File: src/rtl/pkg_en.sv
// Shared ElectronNest token types and widths used by the external-memory bridge.
package pkg_en;
  localparam int WIDTH_DATA   = 32;
  localparam int WIDTH_EXADDR = 32;

  typedef struct packed {
    logic                    v;
    logic                    a;
    logic                    r;
    logic                    c;
    logic [WIDTH_EXADDR-1:0] i;
    logic [WIDTH_DATA-1:0]   d;
  } FTk_t;

  typedef struct packed {
    logic n;
    logic t;
    logic v;
    logic c;
  } BTk_t;
endpackage

File: src/rtl/ext_mem_bridge_if.sv
// Bus bundle between ElectronNest load/store ports, the bridge and its BRAM.
// master = bridge side, slave = system/BRAM side.
interface ext_mem_bridge_if #(
  parameter int DEPTH_MEM = 1024
);
  localparam int AW = $clog2(DEPTH_MEM);

  logic                                I_Boot;
  logic                                O_Boot;
  logic                                I_Ld_Req;
  logic [pkg_en::WIDTH_EXADDR-1:0]     I_Ld_Addr;
  pkg_en::FTk_t                        O_Ld_FTk;
  pkg_en::BTk_t                        I_Ld_BTk;
  logic                                I_St_Req;
  logic [pkg_en::WIDTH_EXADDR-1:0]     I_St_Addr;
  pkg_en::FTk_t                        I_St_FTk;
  pkg_en::BTk_t                        O_St_BTk;
  logic                                O_Mem_En;
  logic                                O_Mem_We;
  logic [AW-1:0]                       O_Mem_Addr;
  logic [pkg_en::WIDTH_DATA-1:0]       O_Mem_WData;
  logic [pkg_en::WIDTH_DATA-1:0]       I_Mem_RData;

  modport master (
    input  I_Boot, I_Ld_Req, I_Ld_Addr, I_Ld_BTk, I_St_Req, I_St_Addr, I_St_FTk, I_Mem_RData,
    output O_Boot, O_Ld_FTk, O_St_BTk, O_Mem_En, O_Mem_We, O_Mem_Addr, O_Mem_WData
  );

  modport slave (
    output I_Boot, I_Ld_Req, I_Ld_Addr, I_Ld_BTk, I_St_Req, I_St_Addr, I_St_FTk, I_Mem_RData,
    input  O_Boot, O_Ld_FTk, O_St_BTk, O_Mem_En, O_Mem_We, O_Mem_Addr, O_Mem_WData
  );
endinterface

File: src/rtl/ext_mem_bridge.sv
// Bridge from ElectronNest load/store ports to a 1-cycle-latency single-port BRAM:
// boot stream (pad + config words), then load/store service through a 2-deep token FIFO.
module ext_mem_bridge #(
  parameter int DEPTH_MEM = 1024,
  parameter int BOOT_PAD  = 3,
  parameter int BOOT_LEN  = 5
) (
  input  logic             clock,
  input  logic             reset,
  ext_mem_bridge_if.master bus
);
  import pkg_en::*;

  localparam int AW = $clog2(DEPTH_MEM);
  localparam int PW = $clog2(BOOT_PAD + 1);
  localparam int LW = $clog2(BOOT_LEN + 1);

  typedef enum logic [1:0] {ST_IDLE, ST_PAD, ST_CFG, ST_RUN} state_t;

  state_t                  state_q, state_d;
  logic [PW-1:0]           pad_cnt_q, pad_cnt_d;
  logic [LW-1:0]           cfg_cnt_q, cfg_cnt_d;
  logic                    rd_pend_q, rd_pend_d;
  logic [WIDTH_EXADDR-1:0] rd_tag_q, rd_tag_d;
  FTk_t                    fifo_q [2];
  FTk_t                    fifo_d [2];
  logic                    rd_ptr_q, rd_ptr_d;
  logic                    wr_ptr_q, wr_ptr_d;
  logic [1:0]              count_q, count_d;

  logic                    boot_go, pad_phase, pad_push, pad_last;
  logic                    pop, push, cfg_read, ld_accept, st_write, st_nack;
  logic [1:0]              occ_next;
  FTk_t                    push_tok;
  logic                    mem_en, mem_we;
  logic [AW-1:0]           mem_addr;
  logic [WIDTH_DATA-1:0]   mem_wdata;
  BTk_t                    st_btk;

  always_ff @(posedge clock or posedge reset) begin
    if (reset) begin
      state_q   <= ST_IDLE;
      pad_cnt_q <= '0;
      cfg_cnt_q <= '0;
      rd_pend_q <= 1'b0;
      rd_tag_q  <= '0;
      rd_ptr_q  <= 1'b0;
      wr_ptr_q  <= 1'b0;
      count_q   <= '0;
      for (int k = 0; k < 2; k++) fifo_q[k] <= '0;
    end else begin
      state_q   <= state_d;
      pad_cnt_q <= pad_cnt_d;
      cfg_cnt_q <= cfg_cnt_d;
      rd_pend_q <= rd_pend_d;
      rd_tag_q  <= rd_tag_d;
      rd_ptr_q  <= rd_ptr_d;
      wr_ptr_q  <= wr_ptr_d;
      count_q   <= count_d;
      for (int k = 0; k < 2; k++) fifo_q[k] <= fifo_d[k];
    end
  end

  always_comb begin
    state_d   = state_q;
    pad_cnt_d = pad_cnt_q;
    cfg_cnt_d = cfg_cnt_q;
    rd_pend_d = 1'b0;
    rd_tag_d  = rd_tag_q;
    rd_ptr_d  = rd_ptr_q;
    wr_ptr_d  = wr_ptr_q;
    fifo_d    = fifo_q;
    push_tok  = '0;
    cfg_read  = 1'b0;
    ld_accept = 1'b0;
    st_write  = 1'b0;
    mem_en    = 1'b0;
    mem_we    = 1'b0;
    mem_addr  = '0;
    mem_wdata = '0;

    // The first pad is pushed in the I_Boot cycle itself so it is visible one cycle later.
    boot_go   = (state_q == ST_IDLE) && bus.I_Boot && !reset;
    pad_phase = boot_go || (state_q == ST_PAD);
    pop       = (count_q != 2'd0) && !bus.I_Ld_BTk.n;
    pad_push  = pad_phase && ((count_q != 2'd2) || pop);
    pad_last  = pad_push && (pad_cnt_q == PW'(BOOT_PAD - 1));
    push      = pad_push || rd_pend_q;
    occ_next  = count_q - {1'b0, pop} + {1'b0, push};

    if (pad_push) begin
      push_tok.v = 1'b1;
      push_tok.a = (pad_cnt_q == '0);
      pad_cnt_d  = pad_cnt_q + PW'(1);
    end else if (rd_pend_q) begin
      push_tok.v = 1'b1;
      push_tok.i = rd_tag_q;
      push_tok.d = bus.I_Mem_RData;
    end

    // A read is only issued when its data is sure to find a free FIFO slot next cycle,
    // counting this cycle's pop and push, so BRAM data never has to be held.
    cfg_read  = (pad_last || (state_q == ST_CFG)) && (cfg_cnt_q < LW'(BOOT_LEN))
                && (occ_next < 2'd2);
    ld_accept = (state_q == ST_RUN) && bus.I_Ld_Req && (occ_next < 2'd2);
    st_write  = (state_q == ST_RUN) && bus.I_St_Req && bus.I_St_FTk.v && !ld_accept;

    if (cfg_read) begin
      mem_en    = 1'b1;
      mem_addr  = AW'(cfg_cnt_q);
      rd_pend_d = 1'b1;
      rd_tag_d  = '0;
      cfg_cnt_d = cfg_cnt_q + LW'(1);
    end else if (ld_accept) begin
      mem_en    = 1'b1;
      mem_addr  = bus.I_Ld_Addr[AW-1:0];
      rd_pend_d = 1'b1;
      rd_tag_d  = bus.I_Ld_Addr;
    end else if (st_write) begin
      mem_en    = 1'b1;
      mem_we    = 1'b1;
      mem_addr  = bus.I_St_Addr[AW-1:0];
      mem_wdata = bus.I_St_FTk.d;
    end

    if (push) begin
      fifo_d[wr_ptr_q] = push_tok;
      wr_ptr_d         = ~wr_ptr_q;
    end
    if (pop) rd_ptr_d = ~rd_ptr_q;
    count_d = occ_next;

    case (state_q)
      ST_IDLE: if (boot_go) state_d = pad_last ? ST_CFG : ST_PAD;
      ST_PAD:  if (pad_last) state_d = ST_CFG;
      ST_CFG:  if ((cfg_cnt_q == LW'(BOOT_LEN)) && !rd_pend_q) state_d = ST_RUN;
      default: state_d = state_q;
    endcase
  end

  always_comb begin
    st_nack  = bus.I_St_Req && !st_write && !reset;
    st_btk   = '0;
    st_btk.n = st_nack;
  end

  assign bus.O_Boot      = (state_q == ST_PAD) || (state_q == ST_CFG);
  assign bus.O_Ld_FTk    = (count_q != 2'd0) ? fifo_q[rd_ptr_q] : '0;
  assign bus.O_St_BTk    = st_btk;
  assign bus.O_Mem_En    = mem_en;
  assign bus.O_Mem_We    = mem_we;
  assign bus.O_Mem_Addr  = mem_addr;
  assign bus.O_Mem_WData = mem_wdata;

  logic unused_bits;
  assign unused_bits = ^{bus.I_Ld_BTk.t, bus.I_Ld_BTk.v, bus.I_Ld_BTk.c,
                         bus.I_St_FTk.a, bus.I_St_FTk.r, bus.I_St_FTk.c, bus.I_St_FTk.i,
                         bus.I_St_Addr[WIDTH_EXADDR-1:AW]};
endmodule

File: src/flat_wrapper.sv
// flat-port wrapper written by rule: the top's interface ports become plain ports
module ext_mem_bridge_flat import pkg_en::*;
#(
  parameter int DEPTH_MEM = 1024,
  parameter int BOOT_PAD  = 3,
  parameter int BOOT_LEN  = 5
)
  (clock, reset, bus_I_Boot, bus_I_Ld_Req, bus_I_Ld_Addr, bus_I_Ld_BTk, bus_I_St_Req, bus_I_St_Addr, bus_I_St_FTk, bus_I_Mem_RData, bus_O_Boot, bus_O_Ld_FTk, bus_O_St_BTk, bus_O_Mem_En, bus_O_Mem_We, bus_O_Mem_Addr, bus_O_Mem_WData);
  ext_mem_bridge_if #(.DEPTH_MEM(DEPTH_MEM)) bus_i ();
  input  logic clock;
  input  logic reset;
  input wire logic [$bits(bus_i.I_Boot)-1:0] bus_I_Boot;
  input wire logic [$bits(bus_i.I_Ld_Req)-1:0] bus_I_Ld_Req;
  input wire logic [$bits(bus_i.I_Ld_Addr)-1:0] bus_I_Ld_Addr;
  input wire logic [$bits(bus_i.I_Ld_BTk)-1:0] bus_I_Ld_BTk;
  input wire logic [$bits(bus_i.I_St_Req)-1:0] bus_I_St_Req;
  input wire logic [$bits(bus_i.I_St_Addr)-1:0] bus_I_St_Addr;
  input wire logic [$bits(bus_i.I_St_FTk)-1:0] bus_I_St_FTk;
  input wire logic [$bits(bus_i.I_Mem_RData)-1:0] bus_I_Mem_RData;
  output wire logic [$bits(bus_i.O_Boot)-1:0] bus_O_Boot;
  output wire logic [$bits(bus_i.O_Ld_FTk)-1:0] bus_O_Ld_FTk;
  output wire logic [$bits(bus_i.O_St_BTk)-1:0] bus_O_St_BTk;
  output wire logic [$bits(bus_i.O_Mem_En)-1:0] bus_O_Mem_En;
  output wire logic [$bits(bus_i.O_Mem_We)-1:0] bus_O_Mem_We;
  output wire logic [$bits(bus_i.O_Mem_Addr)-1:0] bus_O_Mem_Addr;
  output wire logic [$bits(bus_i.O_Mem_WData)-1:0] bus_O_Mem_WData;
  assign bus_i.I_Boot = bus_I_Boot;
  assign bus_i.I_Ld_Req = bus_I_Ld_Req;
  assign bus_i.I_Ld_Addr = bus_I_Ld_Addr;
  assign bus_i.I_Ld_BTk = bus_I_Ld_BTk;
  assign bus_i.I_St_Req = bus_I_St_Req;
  assign bus_i.I_St_Addr = bus_I_St_Addr;
  assign bus_i.I_St_FTk = bus_I_St_FTk;
  assign bus_i.I_Mem_RData = bus_I_Mem_RData;
  assign bus_O_Boot = bus_i.O_Boot;
  assign bus_O_Ld_FTk = bus_i.O_Ld_FTk;
  assign bus_O_St_BTk = bus_i.O_St_BTk;
  assign bus_O_Mem_En = bus_i.O_Mem_En;
  assign bus_O_Mem_We = bus_i.O_Mem_We;
  assign bus_O_Mem_Addr = bus_i.O_Mem_Addr;
  assign bus_O_Mem_WData = bus_i.O_Mem_WData;
  ext_mem_bridge #(.DEPTH_MEM(DEPTH_MEM), .BOOT_PAD(BOOT_PAD), .BOOT_LEN(BOOT_LEN)) u_core (.clock(clock), .reset(reset), .bus(bus_i));
endmodule
File: config.mk
export PLATFORM = sky130hd
export DESIGN_NAME = ext_mem_bridge_flat
export DESIGN_NICKNAME = d
export VERILOG_FILES = /design/src/rtl/pkg_en.sv /design/src/rtl/ext_mem_bridge_if.sv /design/src/rtl/ext_mem_bridge.sv /design/src/flat_wrapper.sv
export SDC_FILE = /design/constraint.sdc
export NUM_CORES = 1
export LEC_CHECK = 0
export BUFFER_PORTS_ARGS = -buffer_cell sky130_fd_sc_hd__buf_2
export CORE_MARGIN = 5
export CORE_UTILIZATION = 50
export CTS_CLUSTER_SIZE = 24
export DETAILED_ROUTE_END_ITERATION = 10
export GPL_ROUTABILITY_DRIVEN = 0
export PLACE_DENSITY = 0.8
export SKIP_LAST_GASP = 1
export SLEW_MARGIN = 20
export SYNTH_ARGS = -nofsm -noshare
export SYNTH_HDL_FRONTEND = slang
export SYNTH_SLANG_ARGS = --single-unit
File: constraint.sdc
create_clock -name clock -period 7 [get_ports clock]
set_input_delay 0.35 -clock clock [delete_from_list [all_inputs] [get_ports clock]]
set_output_delay 0.35 -clock clock [all_outputs]
set_load 0.05 [all_outputs]
==> impl_metrics.tcl <==
set metrics [dict create \
    regArea_um2 4410 \
    die_w_um 137 \
    p_seq_share_pct 34.2 \
    synthesis.area_um2 8040 \
    min_period_ps 4330 \
    overflow 0 \
    htreeDepth 4 \
    end_kind "output port" \
    avgViaCountPerCell 5.63 \
    crit_slowest_cell "a211o_1" \
    cts_tree "built" \
    synth_edf_count 0 \
    clock.fmax_mhz 231 \
    io_buffers 224 \
    max-cap-violations 0 \
    grt_use_met1_pct 30.1 \
    layout_common_cells "buf_2, dfrtp_1, a22o_1, nand2_1, mux2i_1" \
    die_y_um 137 \
    intPower_mw 2.66 \
    worstPathRequired_ps 6650 \
    grt_pass1_wl_mm 33.3 \
    use_met2_pct 38.1 \
    hpwlAfterDp_mm 13.4 \
    ir_worst_vdd_uv 255 \
    cp-start-kind "flip-flop" \
    wirelength_mm 20.9 \
    antenna_left 0 \
    fin_nets 1097 \
    tns_ps 0 \
    outcome "completed" \
    ys_top_cells_by_area "dfrtp_1, a22o_1, mux2i_1" \
    cp_max_fo 38 \
    core_region_area_um2 15800 \
    clockBufferDepth 2 \
    timing.hold.ws_ps 128 \
    pwr-share-clk_pct 19.6 \
    drtIter0Drc 451 \
    track_usage_pct 22.7 \
    crit_chain "inv_1 > ha_1 > and3b_1 > o21a_1 > or2_2 > ha_1 > xnor3_2 > inv_2 > a211o_1 > mux2_2 > buf_2" \
    finalHoldViolCount 0 \
    period_share_pct 61.9 \
    synthToLayoutAreaGrowth_pct 22.6 \
    worstMarginPinSlew_ps 1060 \
    synth_top_area_share_pct 54.8 \
    multi_input_area_um2 3300 \
    std_cell_rows 46 \
    crit_family "compound AO/OA/AOI/OAI gates" \
    rsz0062_at_grt "false" \
    ys.flop_type "dfrtp_1" \
    start_util_pct 50.8 \
    ys_types 44 \
    drive_above_1_share_pct 30.6 \
    wl_per_cell_um 18.3 \
    grt_pass1_vias 6443 \
    hold_buffers 0 \
    synth_cells 722 \
    io_pins 290 \
    num_vias 6429 \
    final-setup-viol-count 0 \
    clkTransAtPathRegs_ps 60 \
    grt_max_degree 100 \
    slew_headroom_pct 29.0 \
    cts.sinks 176 \
    syn_area_per_cell_um2 11.1 \
    fin_skew_ps 10.0 \
    cp_num_buf_inv 3 \
    met3_usage_pct 4.78 \
    async_flop_share_pct 100 \
    switching_power_mw 2.16 \
    synth-seq-area-share_pct 54.8 \
    arrival_ps 3980 \
    fp.dieArea_um2 18700 \
    slew_violations 0 \
    final_common_cell "buf_2" \
    leakage_nw 5.43 \
    nFillCells 1305 \
    clkLatencyLatePin_ps 420 \
    drc 0 \
    cts-root-buf "clkbuf_16" \
    comb_power_share_pct 46.2 \
    cts_setup_buffers 0 \
    hold_path_class "in -> async" \
    diodes 0 \
    synth_seq_cells 176 \
    crit_type "reg -> out" \
    antenna_found_initial 0 \
    power_density_nw_per_um2 489 \
    cts_buffers 17 \
    grt.busiest_layer "met2" \
    cp_common_cell "ha_1" \
    switching_share_pct 44.8 \
    slowest_delay_ps 710 \
    drt_pass1_iterations 7 \
    synth_top_area_cell "dfrtp_1" \
    yosysWarnings 0 \
    cts_resized 0 \
]
==> Yosys cell counts, types with 2 or more instances <==
| cell | count |
|---|---|
| mux2_2 | 2 |
| dfrtp_1 | 176 |
| ha_1 | 11 |
| nand2b_1 | 2 |
| and3_1 | 33 |
| nand2_1 | 75 |
| inv_1 | 11 |
| xnor2_1 | 2 |
| clkbuf_1 | 19 |
| a22o_1 | 130 |
| a21oi_1 | 39 |
| buf_2 | 34 |
| buf_1 | 5 |
| o21a_1 | 2 |
| mux2i_1 | 71 |
| nor2_1 | 68 |
| buf_4 | 10 |
| nand3_1 | 3 |
| nor3b_1 | 2 |
| xor2_1 | 3 |
==> routing by layer <==
layer	vias to the layer above	wire length, µm
li1	2949	-
met1	3172	8990
met2	283	10300
met3	25	1380
met4	0	259
met5	-	0
==> worst reg2reg max path, stage by stage, from the launching register on <==
cell and delay [ps]:
dfrtp_1 400, inv_1 100, ha_1 210, and3b_1 190
o21a_1 350, or2_2 380, ha_1 210, xnor3_2 270
inv_2 80, a211oi_4 670, buf_4 440, a21oi_1 90
==> area by class of cell <==
cell class / instances / share of cell area, %
well taps: 216 / 2.74
flip-flops and latches: 176 / 44.7
repair buffers: 237 / 12.5
clock buffers: 18 / 4.45
multi-input cells: 469 / 33.5
inverters: 12 / 0.508
clock inverters: 14 / 1.59
==> registers in the layout, summed over array words and instances, names as in the netlist <==
name	cells
u_core.fifo_q	132
u_core.cfg_cnt_q	3
u_core.rd_pend_q	1
u_core.count_q	2
u_core.wr_ptr_q	1
u_core.state_q	2
u_core.rd_tag_q	32
u_core.rd_ptr_q	1
u_core.pad_cnt_q	2
==> path summary, 6_finish.rpt <==
path	start	to	slack, ps	depth (start not counted)
min in group clock	bus_I_Ld_Addr[13]	u_core.rd_tag_q[13]$_DFFE_PP0P_	150	3
hold reg to reg	u_core.fifo_q[135]$_DFFE_PP0P_	u_core.fifo_q[135]$_DFFE_PP0P_	470	1
max in group asynchronous	reset	u_core.fifo_q[116]$_DFFE_PP0P_	5610	4
setup / recovery	u_core.state_q[0]$_DFFE_PP0P_	bus_O_Mem_Addr[2]	2670	11
hold / removal	reset	u_core.pad_cnt_q[1]$_DFFE_PP0N_	130	2
setup reg to reg	u_core.state_q[0]$_DFFE_PP0P_	u_core.rd_tag_q[28]$_DFFE_PP0P_	3490	11
==> cell families after synthesis <==
logic type                 share of synthesized area, %
AOI/OAI and AO/OA                                  18.3
xor gates and xnor gates                          0.840
adders and majority gates                          1.71
buffers and inverters                              4.87
DFF                                                54.8
muxes                                              9.12
other                                            0.0466
and+or+nand+nor                                    10.4
==> metrics by stage <==
stage               cells  setup slack, ps  area, µm²  utilization, %  total power, mW
floorplan             726             1840       8060               -             3.38
global placement     1109             3140       9240            58.4             3.87
detailed placement   1109             3100       9240            58.4             3.92
CTS                  1141             2630       9840            62.2             4.87
global route         1142             2410       9860            62.3             5.11
finish               1142             2670       9860            62.3             4.82
==> power groups by stage <==
stage               Clock (mW)  Sequential (mW)  Combinational [mW]
floorplan                    0             1.57                1.81
global placement             0             1.65                2.22
detailed placement           0             1.66                2.26
CTS                      0.964             1.65                2.26
global route              1.00             1.70                2.41
finish                   0.943             1.65                2.23
Power figures use the tool's default switching activity.
